[config.mk]
export PLATFORM = sky130hd
export DESIGN_NAME = sram_req_ctrl
export DESIGN_NICKNAME = d
export VERILOG_FILES = /design/src/rtl/sram_ctrl_pkg.sv /design/src/rtl/sram_rsp_fifo.sv /design/src/rtl/sram_req_ctrl.sv
export SDC_FILE = /design/constraint.sdc
export NUM_CORES = 1
export LEC_CHECK = 0
export CORE_MARGIN = 3
export CORE_UTILIZATION = 39
export CTS_CLUSTER_SIZE = 14
export DETAILED_ROUTE_END_ITERATION = 12
export PLACE_DENSITY = 0.86
export RECOVER_POWER = 50
export SKIP_LAST_GASP = 1
export SLEW_MARGIN = 25
export SYNTH_ARGS = -nofsm -noshare
export SYNTH_HDL_FRONTEND = slang
export SYNTH_SLANG_ARGS = --single-unit
[constraint.sdc]
create_clock -name clk -period 3.79 [get_ports clk]
set_input_delay 0.9475 -clock clk [delete_from_list [all_inputs] [get_ports clk]]
set_output_delay 0.9475 -clock clk [all_outputs]
set_load 0.01 [all_outputs]
[src/rtl/sram_ctrl_pkg.sv]
// ---------------------------------------------------------------------------
// sram_ctrl_pkg
// Shared definitions for the SRAM request controller:
//   - default address/data widths
//   - packed request record {we, addr, wdata, wmask}
//   - credit check used to gate read acceptance
// ---------------------------------------------------------------------------
package sram_ctrl_pkg;

    localparam int unsigned AW_DEF = 10;
    localparam int unsigned DW_DEF = 32;

    typedef struct packed {
        logic              we;
        logic [AW_DEF-1:0] addr;
        logic [DW_DEF-1:0] wdata;
        logic [DW_DEF-1:0] wmask;
    } sram_req_t;

    // A read may only be accepted when every read already accepted but not
    // yet handed to the consumer still leaves a free response slot.
    function automatic logic credit_ok(input int unsigned cnt,
                                       input logic        inflight,
                                       input int unsigned depth);
        return (cnt + 32'(inflight)) < depth;
    endfunction

endpackage

[src/rtl/sram_rsp_fifo.sv]
// ---------------------------------------------------------------------------
// sram_rsp_fifo
// Synchronous response FIFO holding read words the consumer has not taken.
// Ports:
//   clk, rst   clock, synchronous active-high reset (clears pointers/count)
//   push_i     write wdata_i at the tail
//   pop_i      drop the head entry
//   wdata_i    data to push
//   rdata_o    head entry (valid when !empty_o)
//   cnt_o      number of stored entries
//   empty_o    cnt_o == 0
//   full_o     cnt_o == DEPTH
// ---------------------------------------------------------------------------
module sram_rsp_fifo #(
    parameter  int unsigned DW    = 32,
    parameter  int unsigned DEPTH = 2,
    localparam int unsigned PW    = (DEPTH > 1) ? $clog2(DEPTH) : 1,
    localparam int unsigned CW    = $clog2(DEPTH + 1)
) (
    input  logic          clk,
    input  logic          rst,
    input  logic          push_i,
    input  logic          pop_i,
    input  logic [DW-1:0] wdata_i,
    output logic [DW-1:0] rdata_o,
    output logic [CW-1:0] cnt_o,
    output logic          empty_o,
    output logic          full_o
);

    logic [DW-1:0] mem_q [DEPTH];
    logic [PW-1:0] wr_ptr_q;
    logic [PW-1:0] rd_ptr_q;
    logic [CW-1:0] cnt_q;

    // Explicit wrap so non-power-of-two depths work.
    function automatic logic [PW-1:0] ptr_inc(input logic [PW-1:0] p);
        return (p == PW'(DEPTH - 1)) ? '0 : p + PW'(1);
    endfunction

    always_ff @(posedge clk) begin
        if (rst) begin
            wr_ptr_q <= '0;
            rd_ptr_q <= '0;
            cnt_q    <= '0;
        end else begin
            if (push_i) wr_ptr_q <= ptr_inc(wr_ptr_q);
            if (pop_i)  rd_ptr_q <= ptr_inc(rd_ptr_q);
            case ({push_i, pop_i})
                2'b10:   cnt_q <= cnt_q + CW'(1);
                2'b01:   cnt_q <= cnt_q - CW'(1);
                default: cnt_q <= cnt_q;
            endcase
        end
    end

    // Storage needs no reset; only entries covered by cnt_q are ever read.
    always_ff @(posedge clk) begin
        if (push_i) mem_q[wr_ptr_q] <= wdata_i;
    end

    always_comb begin
        rdata_o = mem_q[rd_ptr_q];
        cnt_o   = cnt_q;
        empty_o = (cnt_q == '0);
        full_o  = (cnt_q == CW'(DEPTH));
    end

endmodule

[src/rtl/sram_req_ctrl.sv]
// ---------------------------------------------------------------------------
// sram_req_ctrl
// Request-side controller in front of a single-port SRAM macro with 1-cycle
// read latency. One operation per cycle; read data is buffered so consumer
// backpressure never loses a macro output word.
// Ports:
//   clk, rst                      clock, synchronous active-high reset
//   req_valid/req_ready           request handshake (fire = valid & ready)
//   req_we, req_addr,
//   req_wdata, req_wmask          request payload (wmask: 1 = write bit)
//   rsp_valid/rsp_ready/rsp_rdata read response stream, in request order
//   mem_cen, mem_gwen, mem_wen,
//   mem_a, mem_d                  macro pins, driven in the fire cycle
//   mem_q                         macro read data, valid cycle after a read
// ---------------------------------------------------------------------------
module sram_req_ctrl
    import sram_ctrl_pkg::*;
#(
    parameter int unsigned AW        = AW_DEF,
    parameter int unsigned DW        = DW_DEF,
    parameter int unsigned RSP_DEPTH = 2
) (
    input  logic          clk,
    input  logic          rst,
    input  logic          req_valid,
    output logic          req_ready,
    input  logic          req_we,
    input  logic [AW-1:0] req_addr,
    input  logic [DW-1:0] req_wdata,
    input  logic [DW-1:0] req_wmask,
    output logic          rsp_valid,
    input  logic          rsp_ready,
    output logic [DW-1:0] rsp_rdata,
    output logic          mem_cen,
    output logic          mem_gwen,
    output logic [DW-1:0] mem_wen,
    output logic [AW-1:0] mem_a,
    output logic [DW-1:0] mem_d,
    input  logic [DW-1:0] mem_q
);

    localparam int unsigned CW = $clog2(RSP_DEPTH + 1);

    logic          rd_inflight_q;
    logic          rd_inflight_d;
    logic          fire;
    logic [CW-1:0] fifo_cnt;
    logic          fifo_empty;
    logic          fifo_full;
    logic          fifo_push;
    logic          fifo_pop;
    logic [DW-1:0] fifo_head;

    always_comb begin
        // Depends on req_we and local state only, never on rsp_ready.
        req_ready = !rst && (req_we || credit_ok(32'(fifo_cnt), rd_inflight_q, RSP_DEPTH));
        fire      = req_valid && req_ready;

        mem_cen  = fire;
        mem_gwen = fire && req_we;
        mem_wen  = (fire && req_we) ? req_wmask : '0;
        mem_a    = req_addr;
        mem_d    = req_wdata;

        rd_inflight_d = fire && !req_we;

        // With an empty FIFO the macro word is presented directly; it is
        // only stored if the consumer stalls. Otherwise it queues behind
        // the older entries to keep responses in order.
        rsp_valid = !rst && (!fifo_empty || rd_inflight_q);
        rsp_rdata = fifo_empty ? mem_q : fifo_head;
        fifo_push = rd_inflight_q && (!fifo_empty || !rsp_ready);
        fifo_pop  = rsp_valid && rsp_ready && !fifo_empty;
    end

    always_ff @(posedge clk) begin
        if (rst) rd_inflight_q <= 1'b0;
        else     rd_inflight_q <= rd_inflight_d;
    end

    sram_rsp_fifo #(
        .DW    (DW),
        .DEPTH (RSP_DEPTH)
    ) u_fifo (
        .clk     (clk),
        .rst     (rst),
        .push_i  (fifo_push),
        .pop_i   (fifo_pop),
        .wdata_i (mem_q),
        .rdata_o (fifo_head),
        .cnt_o   (fifo_cnt),
        .empty_o (fifo_empty),
        .full_o  (fifo_full)
    );

    // Credit accounting must make overflow unreachable.
    always_ff @(posedge clk) begin
        if (!rst) begin
            assert (32'(fifo_cnt) <= RSP_DEPTH);
            assert (!(fifo_push && fifo_full && !fifo_pop));
        end
    end

endmodule

==> results of run 1 <==
-- registers in the layout, summed over array words and instances (netlist names), named ones only --
register         flops
rd_inflight_q        1
u_fifo.cnt_o         2
u_fifo.mem_q        64
u_fifo.rd_ptr_q      1
u_fifo.wr_ptr_q      1
-- layout make-up --
type | instances | area [um^2]
sequential | 70 | 2040
timing repair buffer | 143 | 1430
clock inverter | 7 | 65.1
multi-input combinational | 157 | 961
fill | 715 | 3620
antenna | 1 | 2.50
tap | 105 | 131
inverter | 2 | 7.51
clock buffer | 9 | 124
-- report_power, final --
group / total (W) / switching [W] / internal, W
logic: 0.000298 / 0.000125 / 0.000173
registers: 0.000863 / 0.00000817 / 0.000854
clock network: 0.000566 / 0.000267 / 0.000299
-- synthesized netlist by cell type --
library cell and instances:
xor2_1 2, or2_4 1, and2_1 32, or3_1 1
buf_2 9, ha_1 1, nand2_1 1, mux2i_1 32
edfxtp_1 64, nor2_1 46, nor3b_1 1, clkbuf_1 3
o21ai_0 2, o21ai_4 1, dfxtp_1 6, buf_6 2
inv_1 2, mux2_2 1, xnor2_1 1, nand2b_1 1
a21oi_1 34, buf_4 43
-- routing by layer --
metal	track usage (%)	wire length [um]
met3	7.01	871
met1	22.2	3500
met4	8.40	240
met2	34.5	5060
met5	0	13
-- kinds of logic after synthesis --
kind of cell             Yosys count
AO/OA/AOI/OAI                     37
multiplexers                      33
flip-flops                        70
adder cells (fa/ha/maj)            1
AND/OR/NAND/NOR                   83
buffers and inverters             59
XOR/XNOR                           3
-- placed cells by master, fill, tap and decap left out --
cell type	Yosys	layout
mux2i_1	32	32
dlygate4sd3_1	0	34
clkinv_4	0	1
or2_4	1	1
nand2b_1	1	1
edfxtp_1	64	64
nor3b_1	1	1
dfxtp_2	0	1
or3_1	1	1
dfxtp_1	6	5
buf_12	0	1
buf_4	43	6
nand2_1	1	1
xnor2_1	1	1
nor2_1	46	46
diode_2	0	1
a21oi_1	34	34
clkinvlp_4	0	1
clkinv_2	0	3
inv_1	2	2
mux2_2	1	1
o21ai_0	2	3
clkinv_1	0	1
and2_1	32	32
clkbuf_8	0	9
bufinv_16	0	1
xor2_1	2	2
ha_1	1	1
clkdlybuf4s50_1	0	102
-- worst max path at each step --
stage               startpoint            endpoint  slack (ns)  cells after the start
finish                     rst         mem_wen[19]        0.22                      5
global route               rst         mem_wen[22]        0.15                      5
CTS                     req_we         mem_wen[22]        0.25                      6
detailed placement      req_we         mem_wen[19]        0.27                      6
global placement        req_we         mem_wen[19]        0.26                      6
floorplan            rsp_ready  u_fifo.mem_q[1][0]        0.90                      3
-- through the flow --
stage	cells	total power [W]	worst slack, ns	area, um^2	utilization (%)
6_report	494	0.00173	0.224	4760	56.8
3_3_place_gp	477	0.00118	0.260	4600	54.8
2_1_floorplan	286	0.00104	0.902	3420	-
3_5_place_dp	477	0.00119	0.266	4600	54.8
4_1_cts	493	0.00176	0.249	4780	57.1
5_1_grt	494	0.00180	0.151	4760	56.8
-- worst max-delay path: stages --
cell             delay [ns]
dlygate4sd3_1          0.56
nor2_1                 0.21
buf_12                 0.19
and2_1                 0.16
clkdlybuf4s50_1        0.55
==> results.toml, run 1 <==
[status]
status = "finished clean"

[routing]
drtIter0Drc = 88
routedWlPerCell_um = 19.6
vias = 2426
drc_errors = 0
ant_nets = 0
first_pass_iters = 4
via_per_inst = 4.91
drt-total-wl_um = 9680

[power]
power_leakage_nw = 1.62
peakVddDrop_mv = 0.194
p_per_area_mw_per_mm2 = 363

[yosys]
synth_compound_area_share_pct = 5.74
synth.largest_area_cell = "edfxtp_1"
ys_types = 22
synth_cells = 286
synth-xor-area-share_pct = 0.768
yosys-top-cells-area = "edfxtp_1, buf_4, mux2i_1"
synth-simple-area-share_pct = 11.8
ys_ff_latch = 70
netlist_area_mm2 = 0.00342
yosysSeqAreaShare_pct = 59.6
syn_nets = 398
synthAdderAreaFrac_pct = 0.365
synth_top_family_by_area = "buffers and inverters"
synth.mux.area_fraction_pct = 9.69
syn_area_per_cell_um2 = 12.0
netlist.area_leader.share_pct = 56.1
yosysWarnings = 0

[clocking]
clockBufferDepth = 2
clk_latency_ns = 0.33
cts_hold_buf = 0
cts_tree = "done"
cts_buffers = 9
clock-root-buffer = "clkbuf_8"
htreeDepth = 3
clkTransAtPathRegs_ns = 0.08
clock_sinks = 70
post_cts.repair.setup_buffers = 0
cts_resized = 0

[timing]
rsz0062_at_grt = "false"
maxSlewViolCount = 0
hold_viol_final = 0
setup_viol = 0
slew_headroom_pct = 32.1
fin_crit_ns = 3.57
hold_slack_ns = 0.530
tns_ns = 0
fmax_mhz = 280
finalCritPeriodShare_pct = 94.1
finClkSkew_ns = 0.0114
max_slew.worst_pin.slew_ns = 1.01

[floorplanning]
die_w_um = 99.7
die-area_mm2 = 0.00994
io_pins = 221
num_rows = 33
die_height_um = 99.7
start_util_pct = 40.8
core-area_mm2 = 0.00838

[critical_path]
cp-end-kind = "output pin"
r2r_start = "u_fifo.cnt_o[0]"
r2r_setup_slack_ns = 0.78
start_kind = "input port"
worstPathRequired_ns = 2.84
crit_path_max_fanout = 33
worstRegToRegCells = 4
rr_endpoint = "u_fifo.mem_q[1][30]"
crit_type = "input port to output pin"
worstPathArrival_ns = 2.62

[place]
io_buffers = 136
gp_congestion = 0.846
dp_hpwl_um = 7410

[grt]
grt_max_degree = 67
gr-total-overflow = 0
grt_pass1_wl_um = 14900
grt_pass1_vias = 2574
grt_usage_pct = 20.0
antenna_found_initial = 2

[layout]
area_delta_synth_final_pct = 39.1
fin_nets = 495
drive_gt1_share_pct = 6.44

[hold_path]
hp-start = "u_fifo.rd_ptr_q"
min_path_cells = 2
min_path_type = "flop to flop"

[run]
maxCapViolCount = 0
No activity file was read; power rests on OpenSTA's default activity.
==> run 2: changes to the inputs <==
--- a/config.mk
+++ b/config.mk
@@ -6,10 +6,11 @@
 export NUM_CORES = 1
 export LEC_CHECK = 0
 export CORE_MARGIN = 3
-export CORE_UTILIZATION = 39
+export CORE_UTILIZATION = 37
 export CTS_CLUSTER_SIZE = 14
 export DETAILED_ROUTE_END_ITERATION = 12
-export PLACE_DENSITY = 0.86
+export MAX_ROUTING_LAYER = met4
+export PLACE_DENSITY = 0.82
 export RECOVER_POWER = 50
 export SKIP_LAST_GASP = 1
 export SLEW_MARGIN = 25
==> constraint.sdc (replaced) <==
create_clock -name clk -period 3.85 [get_ports clk]
set_input_delay 0.9625 -clock clk [delete_from_list [all_inputs] [get_ports clk]]
set_output_delay 0.9625 -clock clk [all_outputs]
set_load 0.01 [all_outputs]
==> results.toml, run 2 (synthesis gave the netlist of run 1 again) <==
[power]
power_leakage_nw = 1.59
p_per_area_mw_per_mm2 = 344
peakVddDrop_mv = 0.133

[layout]
top_register = "u_fifo.mem_q"
largest_reg_flops = 64
fin_nets = 493
final_cells = 494
insertedDiodeCount = 0
layout_commonest_cell = "clkdlybuf4s50_1"
drive_gt1_share_pct = 5.44
area_delta_synth_final_pct = 37.9
layout_common_cells = "clkdlybuf4s50_1, edfxtp_1, nor2_1"

[routing]
via_per_inst = 4.79
ant_nets = 0
drtIter0Drc = 72
vias = 2365
drt-total-wl_um = 8940
routedWlPerCell_um = 18.1
drc_errors = 0
first_pass_iters = 4

[timing]
setup_viol = 0
finalCritPeriodShare_pct = 94.7
tns_ns = 0
fmax_mhz = 274
hold_viol_final = 0
max_slew.worst_pin.slew_ns = 1.16
rsz0062_at_grt = "false"
maxSlewViolCount = 0
fin_crit_ns = 3.65
slew_headroom_pct = 22.6
finClkSkew_ns = 0.00532

[grt]
antenna_found_initial = 0
gr-total-overflow = 0
grt_max_degree = 67
grt_pass1_wl_um = 13600
grt_pass1_vias = 2509
grt_usage_pct = 18.2

[place]
placed_cells = 478
gp_congestion = 0.829
io_buffers = 136
dp_hpwl_um = 6720

[critical_path]
cp-endpoint = "mem_wen[0]"
cpMaxStageDelayCell = "clkdlybuf4s50_1"
r2r_start = "u_fifo.cnt_o[0]"
cp-end-kind = "output pin"
start_kind = "input port"
crit_path_frequent_cell = "clkdlybuf4s50_1"
rr_endpoint = "u_fifo.mem_q[1][15]"
r2r_setup_slack_ns = 0.82
worstPathRequired_ns = 2.89
cp_cell_sequence = "clkdlybuf4s50_1 -> nand2_1 -> nor2_1 -> buf_12 -> and2_1 -> clkdlybuf4s50_1"
cp_slowest_stage_delay_ns = 0.55
worstRegToRegCells = 4
crit_type = "input port to output pin"
crit_path_max_fanout = 33
worstPathArrival_ns = 2.68
crit_start = "req_we"

[clocking]
cts_resized = 0
clock_sinks = 70
cts_buffers = 9
htreeDepth = 3
post_cts.repair.setup_buffers = 0
cts_tree = "done"
clock-root-buffer = "clkbuf_8"
clk_latency_ns = 0.33
clkTransAtPathRegs_ns = 0.07
clockBufferDepth = 2
cts_hold_buf = 0

[run]
maxCapViolCount = 0

[hold_path]
min_path_type = "flop to flop"

[floorplanning]
die-area_mm2 = 0.0104
die_w_um = 102
start_util_pct = 38.7
die_height_um = 102
io_pins = 221
num_rows = 34
core-area_mm2 = 0.00885

[status]
status = "finished clean"
## run 2: report_power, final
| group | internal [W] | switching [W] | total (W) |
|---|---|---|---|
| clock network | 0.000227 | 0.000257 | 0.000484 |
| registers | 0.000841 | 0.00000408 | 0.000845 |
| logic | 0.000169 | 0.000127 | 0.000296 |
## run 2: final cells by class
class,count,area [um^2]
clock inverters,7,41.3
well taps,108,135
clock buffers,9,124
fillers,757,4130
inverters,2,7.51
flip-flops and latches,70,2040
repair buffers,141,1410
multi-input cells,157,961
## run 2: metal layers
layer / vias to the layer above / part of all wire (%) / track usage [%]
met4: 0 / 1.9 / 7.57
met3: 20 / 6.3 / 4.78
li1: 1138 / - / -
met5: - / 0 / -
met1: 1088 / 37 / 19.6
met2: 119 / 55 / 31.5
## run 2: worst min-delay path by stage
stage	end	depth (start not counted)	from	slack [ns]
floorplan	flop	2	u_fifo.rd_ptr_q	0.47
global placement	u_fifo.rd_ptr_q	2	u_fifo.rd_ptr_q	0.49
detailed placement	u_fifo.rd_ptr_q	2	u_fifo.rd_ptr_q	0.49
CTS	u_fifo.rd_ptr_q	2	u_fifo.rd_ptr_q	0.51
global route	u_fifo.rd_ptr_q	2	u_fifo.rd_ptr_q	0.52
finish	u_fifo.rd_ptr_q	2	u_fifo.rd_ptr_q	0.50
## run 2: stage by stage
stage          setup WS [ns]  hold slack [ns]  power [W]  cell area (um^2)  util (%)
6_report               0.204            0.501    0.00162              4720      53.3
3_5_place_dp           0.206            0.489    0.00117              4580      51.8
3_3_place_gp           0.253            0.485    0.00117              4580      51.8
4_1_cts                0.189            0.507    0.00166              4750      53.7
5_1_grt                0.134            0.524    0.00170              4720      53.3
2_1_floorplan          0.947            0.472    0.00103              3420         -
## run 2: critical path: cells and delay by family
family,cells,cell delay [ns]
simple gates,3,0.46
buf+inv,3,1.25
==> run 3: changes to the inputs <==
--- a/config.mk
+++ b/config.mk
@@ -17,3 +17,4 @@
 export SYNTH_ARGS = -nofsm -noshare
 export SYNTH_HDL_FRONTEND = slang
 export SYNTH_SLANG_ARGS = --single-unit
+export TNS_END_PERCENT = 5
==> results of run 3 <==
No change in the layout: final DEF, timing and power equal those of run 2.
